[src/rtl/irrig_display_scan_if.sv]
// rtl/irrig_display_scan_if.sv - status inputs and display outputs of the irrigation display stage
interface irrig_display_scan_if;
  logic       H, M, L;
  logic       Bs, Vs, Ve;
  logic       Al, E;
  logic [3:0] seven_seg_digit;
  logic       segA, segB, segC, segD, segE, segF, segG;
  logic [4:0] column;
  logic [6:0] lines;

  modport master (
    output H, M, L, Bs, Vs, Ve, Al, E,
    input  seven_seg_digit, segA, segB, segC, segD, segE, segF, segG, column, lines
  );

  modport slave (
    input  H, M, L, Bs, Vs, Ve, Al, E,
    output seven_seg_digit, segA, segB, segC, segD, segE, segF, segG, column, lines
  );
endinterface

[src/rtl/irrig_display_scan.sv]
// rtl/irrig_display_scan.sv - scans tank level and actuator status onto a 4-digit 7-seg and 5x7 matrix
module irrig_display_scan #(
  parameter int SCAN_DIV    = 50000,
  parameter int BLINK_TICKS = 250
) (
  input logic                  clock,
  input logic                  reset,
  irrig_display_scan_if.slave  io
);
  localparam int PW = $clog2(SCAN_DIV);
  localparam int BW = (BLINK_TICKS > 1) ? $clog2(BLINK_TICKS) : 1;
  localparam logic [PW-1:0] PMAX = PW'(SCAN_DIV - 1);
  localparam logic [BW-1:0] BMAX = BW'(BLINK_TICKS - 1);

  // Segment order is {a,b,c,d,e,f,g}, active-low
  localparam logic [6:0] SEG_0     = 7'b0000001;
  localparam logic [6:0] SEG_1     = 7'b1001111;
  localparam logic [6:0] SEG_2     = 7'b0010010;
  localparam logic [6:0] SEG_3     = 7'b0000110;
  localparam logic [6:0] SEG_E     = 7'b0110000;
  localparam logic [6:0] SEG_BLANK = 7'b1111111;

  typedef struct packed {
    logic h, m, l, bs, vs, ve, al, e;
  } status_t;

  status_t       snap;
  logic [PW-1:0] pcnt;
  logic [BW-1:0] bcnt;
  logic [1:0]    dig;
  logic [2:0]    col;
  logic          phase;
  logic          tick;
  logic          blank;

  logic [3:0] dig_en_nxt, dig_en_q;
  logic [6:0] seg_nxt, seg_q;
  logic [4:0] col_sel_nxt, col_sel_q;
  logic [6:0] lines_nxt, lines_q;
  logic [6:0] level_seg;
  logic [6:0] level_bar;

  assign tick  = (pcnt == PMAX);
  assign blank = (snap.al | snap.e) & ~phase;

  always_ff @(posedge clock) begin
    if (reset) begin
      snap  <= '0;
      pcnt  <= '0;
      bcnt  <= '0;
      dig   <= '0;
      col   <= '0;
      phase <= 1'b1;
    end else begin
      snap <= '{h: io.H, m: io.M, l: io.L, bs: io.Bs, vs: io.Vs,
                ve: io.Ve, al: io.Al, e: io.E};
      pcnt <= tick ? '0 : pcnt + 1'b1;
      if (tick) begin
        dig <= dig + 1'b1;
        col <= (col == 3'd4) ? 3'd0 : col + 3'd1;
        // Blink phase free-runs so alarm onset never resynchronises it
        if (bcnt == BMAX) begin
          bcnt  <= '0;
          phase <= ~phase;
        end else begin
          bcnt <= bcnt + 1'b1;
        end
      end
    end
  end

  always_comb begin
    level_seg = SEG_0;
    if (snap.e)      level_seg = SEG_E;
    else if (snap.h) level_seg = SEG_3;
    else if (snap.m) level_seg = SEG_2;
    else if (snap.l) level_seg = SEG_1;

    // Bar height 7/5/2/0 rows lit from the bottom, E does not mask it
    level_bar = 7'h7F;
    if (snap.h)      level_bar = 7'b0000000;
    else if (snap.m) level_bar = 7'b1100000;
    else if (snap.l) level_bar = 7'b1111100;
  end

  always_comb begin
    dig_en_nxt  = ~(4'b0001 << dig);
    col_sel_nxt = 5'b00001 << col;
    seg_nxt     = SEG_BLANK;
    lines_nxt   = 7'h7F;

    case (dig)
      2'd0:    seg_nxt = snap.ve ? SEG_1 : SEG_0;
      2'd1:    seg_nxt = snap.vs ? SEG_1 : SEG_0;
      2'd2:    seg_nxt = snap.bs ? SEG_1 : SEG_0;
      default: seg_nxt = blank ? SEG_BLANK : level_seg;
    endcase

    case (col)
      3'd0:    lines_nxt = level_bar;
      3'd2:    lines_nxt = snap.bs ? 7'h00 : 7'h7F;
      3'd4:    lines_nxt = snap.vs ? 7'h00 : 7'h7F;
      default: lines_nxt = 7'h7F;
    endcase
    if (blank) lines_nxt = 7'h7F;
  end

  always_ff @(posedge clock) begin
    if (reset) begin
      dig_en_q  <= 4'hF;
      seg_q     <= SEG_BLANK;
      col_sel_q <= 5'b00000;
      lines_q   <= 7'h7F;
    end else begin
      dig_en_q  <= dig_en_nxt;
      seg_q     <= seg_nxt;
      col_sel_q <= col_sel_nxt;
      lines_q   <= lines_nxt;
    end
  end

  assign io.seven_seg_digit = dig_en_q;
  assign io.segA   = seg_q[6];
  assign io.segB   = seg_q[5];
  assign io.segC   = seg_q[4];
  assign io.segD   = seg_q[3];
  assign io.segE   = seg_q[2];
  assign io.segF   = seg_q[1];
  assign io.segG   = seg_q[0];
  assign io.column = col_sel_q;
  assign io.lines  = lines_q;
endmodule
[src/flat_wrapper.sv]
// flat-port wrapper written by rule: the top's interface ports become plain ports
module irrig_display_scan_flat 
#(
  parameter int SCAN_DIV    = 50000,
  parameter int BLINK_TICKS = 250
)
  (clock, reset, io_H, io_M, io_L, io_Bs, io_Vs, io_Ve, io_Al, io_E, io_seven_seg_digit, io_segA, io_segB, io_segC, io_segD, io_segE, io_segF, io_segG, io_column, io_lines);
  irrig_display_scan_if io_i ();
  input logic clock;
  input logic reset;
  input wire logic [$bits(io_i.H)-1:0] io_H;
  input wire logic [$bits(io_i.M)-1:0] io_M;
  input wire logic [$bits(io_i.L)-1:0] io_L;
  input wire logic [$bits(io_i.Bs)-1:0] io_Bs;
  input wire logic [$bits(io_i.Vs)-1:0] io_Vs;
  input wire logic [$bits(io_i.Ve)-1:0] io_Ve;
  input wire logic [$bits(io_i.Al)-1:0] io_Al;
  input wire logic [$bits(io_i.E)-1:0] io_E;
  output wire logic [$bits(io_i.seven_seg_digit)-1:0] io_seven_seg_digit;
  output wire logic [$bits(io_i.segA)-1:0] io_segA;
  output wire logic [$bits(io_i.segB)-1:0] io_segB;
  output wire logic [$bits(io_i.segC)-1:0] io_segC;
  output wire logic [$bits(io_i.segD)-1:0] io_segD;
  output wire logic [$bits(io_i.segE)-1:0] io_segE;
  output wire logic [$bits(io_i.segF)-1:0] io_segF;
  output wire logic [$bits(io_i.segG)-1:0] io_segG;
  output wire logic [$bits(io_i.column)-1:0] io_column;
  output wire logic [$bits(io_i.lines)-1:0] io_lines;
  assign io_i.H = io_H;
  assign io_i.M = io_M;
  assign io_i.L = io_L;
  assign io_i.Bs = io_Bs;
  assign io_i.Vs = io_Vs;
  assign io_i.Ve = io_Ve;
  assign io_i.Al = io_Al;
  assign io_i.E = io_E;
  assign io_seven_seg_digit = io_i.seven_seg_digit;
  assign io_segA = io_i.segA;
  assign io_segB = io_i.segB;
  assign io_segC = io_i.segC;
  assign io_segD = io_i.segD;
  assign io_segE = io_i.segE;
  assign io_segF = io_i.segF;
  assign io_segG = io_i.segG;
  assign io_column = io_i.column;
  assign io_lines = io_i.lines;
  irrig_display_scan #(.SCAN_DIV(SCAN_DIV), .BLINK_TICKS(BLINK_TICKS)) u_core (.clock(clock), .reset(reset), .io(io_i));
endmodule
[config.mk]
export PLATFORM = sky130hd
export DESIGN_NAME = irrig_display_scan_flat
export DESIGN_NICKNAME = d
export VERILOG_FILES = /design/src/rtl/irrig_display_scan_if.sv /design/src/rtl/irrig_display_scan.sv /design/src/flat_wrapper.sv
export SDC_FILE = /design/constraint.sdc
export NUM_CORES = 1
export LEC_CHECK = 0
export BUFFER_PORTS_ARGS = -buffer_cell sky130_fd_sc_hd__buf_2
export CAP_MARGIN = 15
export CORE_UTILIZATION = 25
export CTS_CLUSTER_SIZE = 24
export DETAILED_ROUTE_END_ITERATION = 10
export PLACE_DENSITY_LB_ADDON = 0.15
export SYNTH_ARGS = -nofsm -noshare
export SYNTH_HDL_FRONTEND = slang
export SYNTH_SLANG_ARGS = --single-unit
[constraint.sdc]
create_clock -name clock -period 2.3 [get_ports clock]
set_clock_uncertainty 0.1 [all_clocks]
set_input_delay 0.115 -clock clock [delete_from_list [all_inputs] [get_ports clock]]
set_output_delay 0.115 -clock clock [all_outputs]
set_load 0.03 [all_outputs]
==> results.cfg, run 1 <==
[clocking]
cts_resized = 0
numCtsBuffers = 5
cts_tree = yes
cts_root_buf = clkbuf_8
cts-htree-levels = 2
post_cts_buffers = 0
cts.sinks = 56
clock_latency_ns = 0.31
ctsHoldBuffers = 8
clk_path_buf_depth = 2
clk_pin_slew_ns = 0.11

[synth]
muxShareOfSynthArea = 0.008294
yosys_warnings = 0
mappedNetlistNets = 275
ys_seq_area_frac = 0.4645
syn_inst = 254
synth_edf_count = 0
yosys.cell_types.count = 48
synthAdderAreaFrac = 0.05702
synth-xor-area-share = 0.05443
synth-async-reset-ratio = 0
synth-simple-area-share = 0.2618
synth_compound_area_frac = 0.09953
syn_area_per_cell_um2 = 9.502
syn_area_um2 = 2414
synth_seq_cells = 56
ys.flop_type = dfxtp_1
synth_top_family_by_area = simple AND/OR/NAND/NOR gates

[sta]
relSlewSlack = 0.6945
setup_viol = 0
fin_ws_ns = 0.3757
hold_viol_final = 0
holdWs_ns = 0.1341
timing.final.crit_share = 0.8366
slew_viol_final = 0
period_needed_ns = 1.924
grt_setup_unrepaired = no
fmax_mhz = 519.7
fin_setup_tns_ns = 0
worst_pin_slew_ns = 0.4582

[finish]
drive_gt1_frac = 0.1986
syn_to_final_growth_pct = 17.57
layout.nets = 312
num_antenna_cells = 0

[worst_hold_path]
holdCritPathClass = in -> reg

[detailed_routing]
ant_nets = 0
vias = 1812
drt_first_pass_iters = 6
wl_per_cell_um = 11.56
drc = 0
drt_iter0_drc = 66
totalWireLength_mm = 4.866
via_per_inst = 4.304

[critical_path]
path_delay_family = simple AND/OR/NAND/NOR gates
slowest_stage = or4_1
cp_data_required_time_ns = 2.45
path_cells = ha_1 > and4_4 > nand4_2 > or4_1 > o21ai_1
path_buf_inv = 0
crit_type = reg -> reg
cp.arrival_ns = 2.07
path_max_fanout = 13
worstSetupStartpointType = flip-flop
endpoint_kind = flip-flop
crit_path_max_incr_delay_ns = 0.49

[power_and_ir_drop]
peakVddDrop_v = 0.0002294
p_total_uw = 1711
pwr_density_cell_nw_per_um2 = 603.0
p_leak_uw = 0.001059

[floorplanning]
die_h_um = 100.3
die_w_um = 100.3
die_area_um2 = 10050
io_pins = 33
start_util = 0.2600
fp-row-count = 35
coreArea_um2 = 9284

[grt]
grt_max_degree = 24
grt_overflow_total = 0
track_usage = 0.1052
antenna_found_initial = 0
grt_pass1_wl_mm = 8.397
grt_pass1_vias = 1746

[job]
maxCapViolCount = 0

[place]
portBuffers = 32
dp_hpwl_mm = 3.341
pre_cts_slack_ns = 0.3733
globalplace.congestion = 0.7594

[outcome]
status = complete, no violations
## Yosys cell counts (5+ instances only)
| cell | instances | area [µm²] |
|---|---|---|
| inv_1 | 11 | 41.29 |
| nand3_1 | 12 | 60.06 |
| dfxtp_1 | 56 | 1121 |
| xnor2_1 | 14 | 122.6 |
| nor3_1 | 5 | 25.02 |
| ha_1 | 11 | 137.6 |
| nor4_1 | 5 | 31.28 |
| nor2b_1 | 11 | 68.82 |
| nor2_1 | 24 | 90.09 |
| o21ai_0 | 10 | 50.05 |
| nand2_1 | 21 | 78.83 |
| and3_1 | 7 | 43.79 |
| buf_4 | 6 | 45.04 |
| a21oi_1 | 7 | 35.03 |
## flip-flops by register name (all words and copies together) (netlist names)
signal	cells
u_core.col	3
u_core.io.seven_seg_digit	4
u_core.snap	8
u_core.io.column	5
u_core.io.lines	3
u_core.pcnt	16
u_core.phase	1
u_core.seg_q	6
u_core.dig	2
u_core.bcnt	8
## kinds of logic (layout without fill, tap and decap cells)
kind of cell	count (synthesis)	count (layout)
AOI/OAI and AO/OA	34	34
DFF	56	56
and+or+nand+nor	112	112
xor gates and xnor gates	15	15
muxes	2	2
buffers and inverters	24	62
adders and majority gates	11	11
## path summary, 6_finish.rpt
check / start / end / slack [ns] / cells after the start
worst max register to register: u_core.pcnt[0] / u_core.bcnt[6] / 0.38 / 5
worst min register to register: u_core.bcnt[6] / u_core.bcnt[6] / 0.37 / 2
worst min-delay path: reset / u_core.dig[0] / 0.13 / 2
worst max-delay path: u_core.pcnt[0] / u_core.bcnt[6] / 0.38 / 5
## cell usage in the layout, fill, tap and decap left out, types with 2 or more instances in the layout
cell type	count
or3_1	2
nand2b_1	2
mux2i_1	2
inv_1	11
nor2_2	3
a21oi_1	7
dlygate4sd3_1	8
nand4_2	2
o21ai_0	10
nand2_1	21
and2_1	2
buf_4	3
xnor2_1	14
nand4_1	4
nor2b_1	11
nor3_1	5
o31ai_1	3
dfxtp_1	56
ha_1	11
buf_2	32
nand3_1	12
clkbuf_8	5
and3_1	7
nor4_1	5
o31ai_2	2
a32oi_1	3
nor4b_1	2
nor2_1	24
## metal layers
| metal | up-vias | wire length [µm] | track usage | share of wire |
|---|---|---|---|---|
| met2 | 30 | 2232 | 0.1760 | 0.46 |
| met1 | 824 | 2420 | 0.1332 | 0.50 |
| met5 | - | 0 | 0 | 0 |
| li1 | 953 | - | - | - |
| met3 | 5 | 160 | 0.02298 | 0.033 |
| met4 | 0 | 53 | 0.03679 | 0.011 |
## metrics by stage
stage / area [µm²] / std cells / util
detailed placement: 2668 / 405 / 0.2873
floorplan: 2414 / 254 / -
CTS: 2838 / 421 / 0.3057
finish: 2838 / 421 / 0.3057
global route: 2838 / 421 / 0.3057
global placement: 2668 / 405 / 0.2873
## where the power goes
group          internal, µW  switching (µW)  total (µW)
sequential             1000            27.0        1030
combinational          55.1            75.9         131
clock                   217             335         552
total                  1270             438        1710
## area by class of cell
type	instances	area, µm²
Sequential cell	56	1121
Tap cell	129	161.4
Multi-Input combinational cell	174	1161
Timing Repair Buffer	43	262.8
Inverter	11	41.29
Fill cell	997	6446
Clock inverter	3	21.27
Clock buffer	5	68.82
Note: power is estimated with default switching activity, not from simulation.
==> run 2: changes to the inputs <==
clock period = 1.9 ns   (was 2.3 ns; I/O delays follow)
==> results.cfg, run 2 (synthesis results as in run 1) <==
[detailed_routing]
drt_iter0_drc = 80
vias = 1860
wl_per_cell_um = 11.47
totalWireLength_mm = 4.932
ant_nets = 0
via_per_inst = 4.326
drt_first_pass_iters = 4
drc = 0

[finish]
multiInputGateArea_um2 = 1161
mostFrequentLayoutCell = dfxtp_1
fillers = 1023
syn_to_final_growth_pct = 20.37
final_core_util = 0.3129
drive_gt1_frac = 0.2226
largest_register_ffs = 16
regArea_um2 = 1121
layout.nets = 321
largest_register = u_core.pcnt
num_antenna_cells = 0
reg_top3 = u_core.pcnt: 16 flops, u_core.bcnt: 8 flops, u_core.snap: 8 flops
layout.cells.most_common_list = 56 x dfxtp_1, 32 x buf_2, 24 x nor2_1

[clocking]
clock_latency_ns = 0.31
cts_tree = yes
cts_root_buf = clkbuf_8
cts_resized = 0
cts.sinks = 56
numCtsBuffers = 5
cts-htree-levels = 2
clk_pin_slew_ns = 0.10
clk_path_buf_depth = 2

[critical_path]
r2r_cells = 5
path_cells = ha_1 > and4_4 > nand4_2 > or4_1 > o21ai_1
slowest_stage = or4_1
endpoint_kind = flip-flop
crit_path_max_incr_delay_ns = 0.46
worstReg2RegStart = u_core.pcnt[1]
cp.arrival_ns = 1.88
crit_type = reg -> reg
path_max_fanout = 9
r2r_slack_ns = 0.17
cp_data_required_time_ns = 2.04
worstSetupStartpointType = flip-flop
rr_endpoint = u_core.bcnt[6]

[place]
globalplace.congestion = 0.7712
portBuffers = 32
dp_hpwl_mm = 3.557

[floorplanning]
die_w_um = 100.3
coreArea_um2 = 9284
start_util = 0.2600
die_area_um2 = 10050
io_pins = 33
fp-row-count = 35
die_h_um = 100.3

[grt]
track_usage = 0.1075
grt_pass1_vias = 1824
grt_max_degree = 19
grt_pass1_wl_mm = 8.493
antenna_found_initial = 0
grt_overflow_total = 0

[sta]
timing.final.crit_share = 0.9117
fin_setup_tns_ns = 0
hold_viol_final = 0
worst_pin_slew_ns = 0.4663
slew_viol_final = 0
grt_setup_unrepaired = no
relSlewSlack = 0.6888
fmax_mhz = 577.3
period_needed_ns = 1.732
setup_viol = 0

[worst_hold_path]
min_delay_path_depth = 2
holdCritPathClass = in -> reg
min_from = reset
whs_endpoint = u_core.dig[0]

[power_and_ir_drop]
peakVddDrop_v = 0.0002661
pwr_density_cell_nw_per_um2 = 713.5
p_leak_uw = 0.001106

[outcome]
status = complete, no violations

[job]
maxCapViolCount = 0
==> run 2: per-layer routing <==
metal / share of wire / track usage / up-vias
met5: 0 / 0 / -
met4: 0.015 / 0.04348 / 0
met3: 0.035 / 0.02437 / 8
met2: 0.46 / 0.1802 / 39
met1: 0.49 / 0.1331 / 845
li1: - / - / 968
==> run 2: report_power, final <==
group / internal [µW] / switching [µW]
logic: 71.4 / 97.1
clock network: 263 / 398
registers: 1210 / 31.7
total: 1550 / 527
==> run 2: critical path, delay by kind of cell, from the launching register on <==
| family | cells | cell delay [ns] |
|---|---|---|
| DFF | 1 | 0.38 |
| AOI/OAI and AO/OA | 1 | 0.09 |
| and+or+nand+nor | 3 | 0.92 |
| adders and majority gates | 1 | 0.18 |
==> run 2: timing repair <==
item / in CTS / in global routing
setup endpoints to repair: 0 / 0
buffers inserted: 0 / 0
endpoints found under the hold margin: 8 / 0
hold buffers: 8 / 0
==> run 2: per-stage QoR <==
step | cells | hold WS [ns] | setup WS (ns) | area [µm²] | power [µW]
after global routing | 430 | 0.02114 | 0.04417 | 2905 | 2181
after CTS | 430 | 0.01594 | 0.1764 | 2905 | 2114
final | 430 | 0.01840 | 0.1677 | 2905 | 2073
after floorplan | 254 | 0.1232 | 0.2993 | 2414 | 1378
after detailed placement | 414 | 0.2113 | 0.1864 | 2735 | 1428
after global placement | 414 | 0.2066 | 0.2184 | 2735 | 1429
==> run 2: worst max-delay path by stage <==
stage	end	start	slack, ns	cells after the start
6_report	u_core.bcnt[6]	u_core.pcnt[1]	0.17	5
5_1_grt	u_core.seg_q[3]	u_core.dig[0]	0.04	6
4_1_cts	u_core.seg_q[3]	u_core.dig[0]	0.18	6
3_5_place_dp	u_core.seg_q[3]	u_core.dig[0]	0.19	6
3_3_place_gp	u_core.pcnt[12]	u_core.pcnt[1]	0.22	6
2_1_floorplan	u_core.bcnt[4]	u_core.pcnt[0]	0.30	6
==> run 2: cell type report <==
class	count	share of cell area
clock buffer	5	0.02369
timing repair buffer	52	0.1137
multi-input combinational	174	0.3997
tap	129	0.05556
clock inverter	3	0.007321
inverter	11	0.01421
sequential	56	0.3859
==> run 3: changes to the inputs <==
CORE_ASPECT_RATIO = 1.25   (was not set)
==> results.cfg, run 3 (synthesis results as in run 1) <==
[clocking]
post_cts_buffers = 0
clk_path_buf_depth = 2
cts_tree = yes
cts.sinks = 56
clk_pin_slew_ns = 0.07
cts-htree-levels = 2
numCtsBuffers = 5
cts_root_buf = clkbuf_16
cts_resized = 0
clock_latency_ns = 0.29
ctsHoldBuffers = 8

[grt]
grt_max_degree = 17
grt_overflow_total = 0
grt_pass1_vias = 1838
track_usage = 0.1059
grt_pass1_wl_mm = 8.652
antenna_found_initial = 0

[sta]
relSlewSlack = 0.6971
grt_setup_unrepaired = no
fmax_mhz = 581.7
setup_viol = 0
fin_setup_tns_ns = 0
fin_ws_ns = 0.1808
hold_viol_final = 0
holdWs_ns = 0.05778
worst_pin_slew_ns = 0.4544
timing.final.crit_share = 0.9049
period_needed_ns = 1.719
slew_viol_final = 0

[power_and_ir_drop]
p_leak_uw = 0.001135
pwr_density_cell_nw_per_um2 = 817.5
peakVddDrop_v = 0.0003782

[detailed_routing]
drt_iter0_drc = 45
drc = 0
wl_per_cell_um = 11.91
vias = 1837
via_per_inst = 4.343
ant_nets = 0
drt_first_pass_iters = 4
totalWireLength_mm = 5.038

[critical_path]
worstSetupStartpointType = flip-flop
endpoint_kind = flip-flop
cp.arrival_ns = 1.85
crit_type = reg -> reg
worstReg2RegStart = u_core.pcnt[0]
critPathLaunch = u_core.pcnt[0]
path_max_fanout = 8
cp_data_required_time_ns = 2.03

[floorplanning]
coreArea_um2 = 9271
fp-row-count = 39
die_w_um = 89.88
die_area_um2 = 10050
start_util = 0.2603
die_h_um = 111.9
io_pins = 33

[job]
maxCapViolCount = 0

[finish]
layout.nets = 320
reg_top3 = u_core.pcnt: 16 flops, u_core.bcnt: 8 flops, u_core.snap: 8 flops
mostFrequentLayoutCell = dfxtp_1
largest_register = u_core.pcnt
syn_to_final_growth_pct = 22.81
layout.cells.most_common_list = 56 x dfxtp_1, 32 x buf_2, 24 x nor2_1
num_antenna_cells = 0
fillers = 977
drive_gt1_frac = 0.2167
final_core_util = 0.3197
largest_register_ffs = 16

[place]
pre_cts_slack_ns = 0.1890
portBuffers = 32
dp_hpwl_mm = 3.683
globalplace.congestion = 0.7452

[worst_hold_path]
holdCritPathClass = in -> reg
min_from = reset

[outcome]
status = complete, no violations
==> run 3: layer usage <==
layer | vias to the layer above | wire length, µm | part of all wire | global-route usage
met2 | 25 | 2601 | 0.52 | 0.1974
met3 | 4 | 146 | 0.029 | 0.02049
met1 | 843 | 2238 | 0.44 | 0.1200
li1 | 965 | - | - | -
met5 | - | 0 | 0 | 0
met4 | 0 | 53 | 0.011 | 0.03548
==> run 3: critical path, cell delays in order, from the launching register on <==
cell and delay [ns]:
dfxtp_1 0.39, ha_1 0.20, and4_4 0.24, and4_1 0.39, a31o_1 0.20, o311a_1 0.14
==> run 3: path summary, 6_finish.rpt <==
kind / to / slack (ns) / cells past startpoint
worst min-delay path: u_core.pcnt[2] / 0.06 / 2
worst max register to register: u_core.bcnt[7] / 0.18 / 5
worst min register to register: u_core.bcnt[6] / 0.36 / 2
worst max-delay path: u_core.bcnt[7] / 0.18 / 5
==> run 3: power by group <==
group	internal, µW	switching, µW	total, µW
clock network	620	393	1010
registers	1210	34.4	1250
logic	69.0	94.2	163
total	1900	522	2420
==> run 3: layout make-up <==
type | instances | area [µm²] | share of cell area
inverters | 11 | 41.29 | 0.01393
clock inverters | 2 | 35.03 | 0.01182
well taps | 123 | 153.9 | 0.05192
multi-input cells | 174 | 1161 | 0.3917
repair buffers | 51 | 322.8 | 0.1089
clock buffers | 6 | 128.9 | 0.04348
flip-flops and latches | 56 | 1121 | 0.3782
==> run 3: stage by stage <==
step | total power [µW] | cell area (µm²) | instances
after floorplan | 1378 | 2414 | 254
after global placement | 1425 | 2720 | 407
after detailed placement | 1425 | 2720 | 407
after CTS | 2472 | 2964 | 423
after global routing | 2531 | 2964 | 423
final | 2423 | 2964 | 423
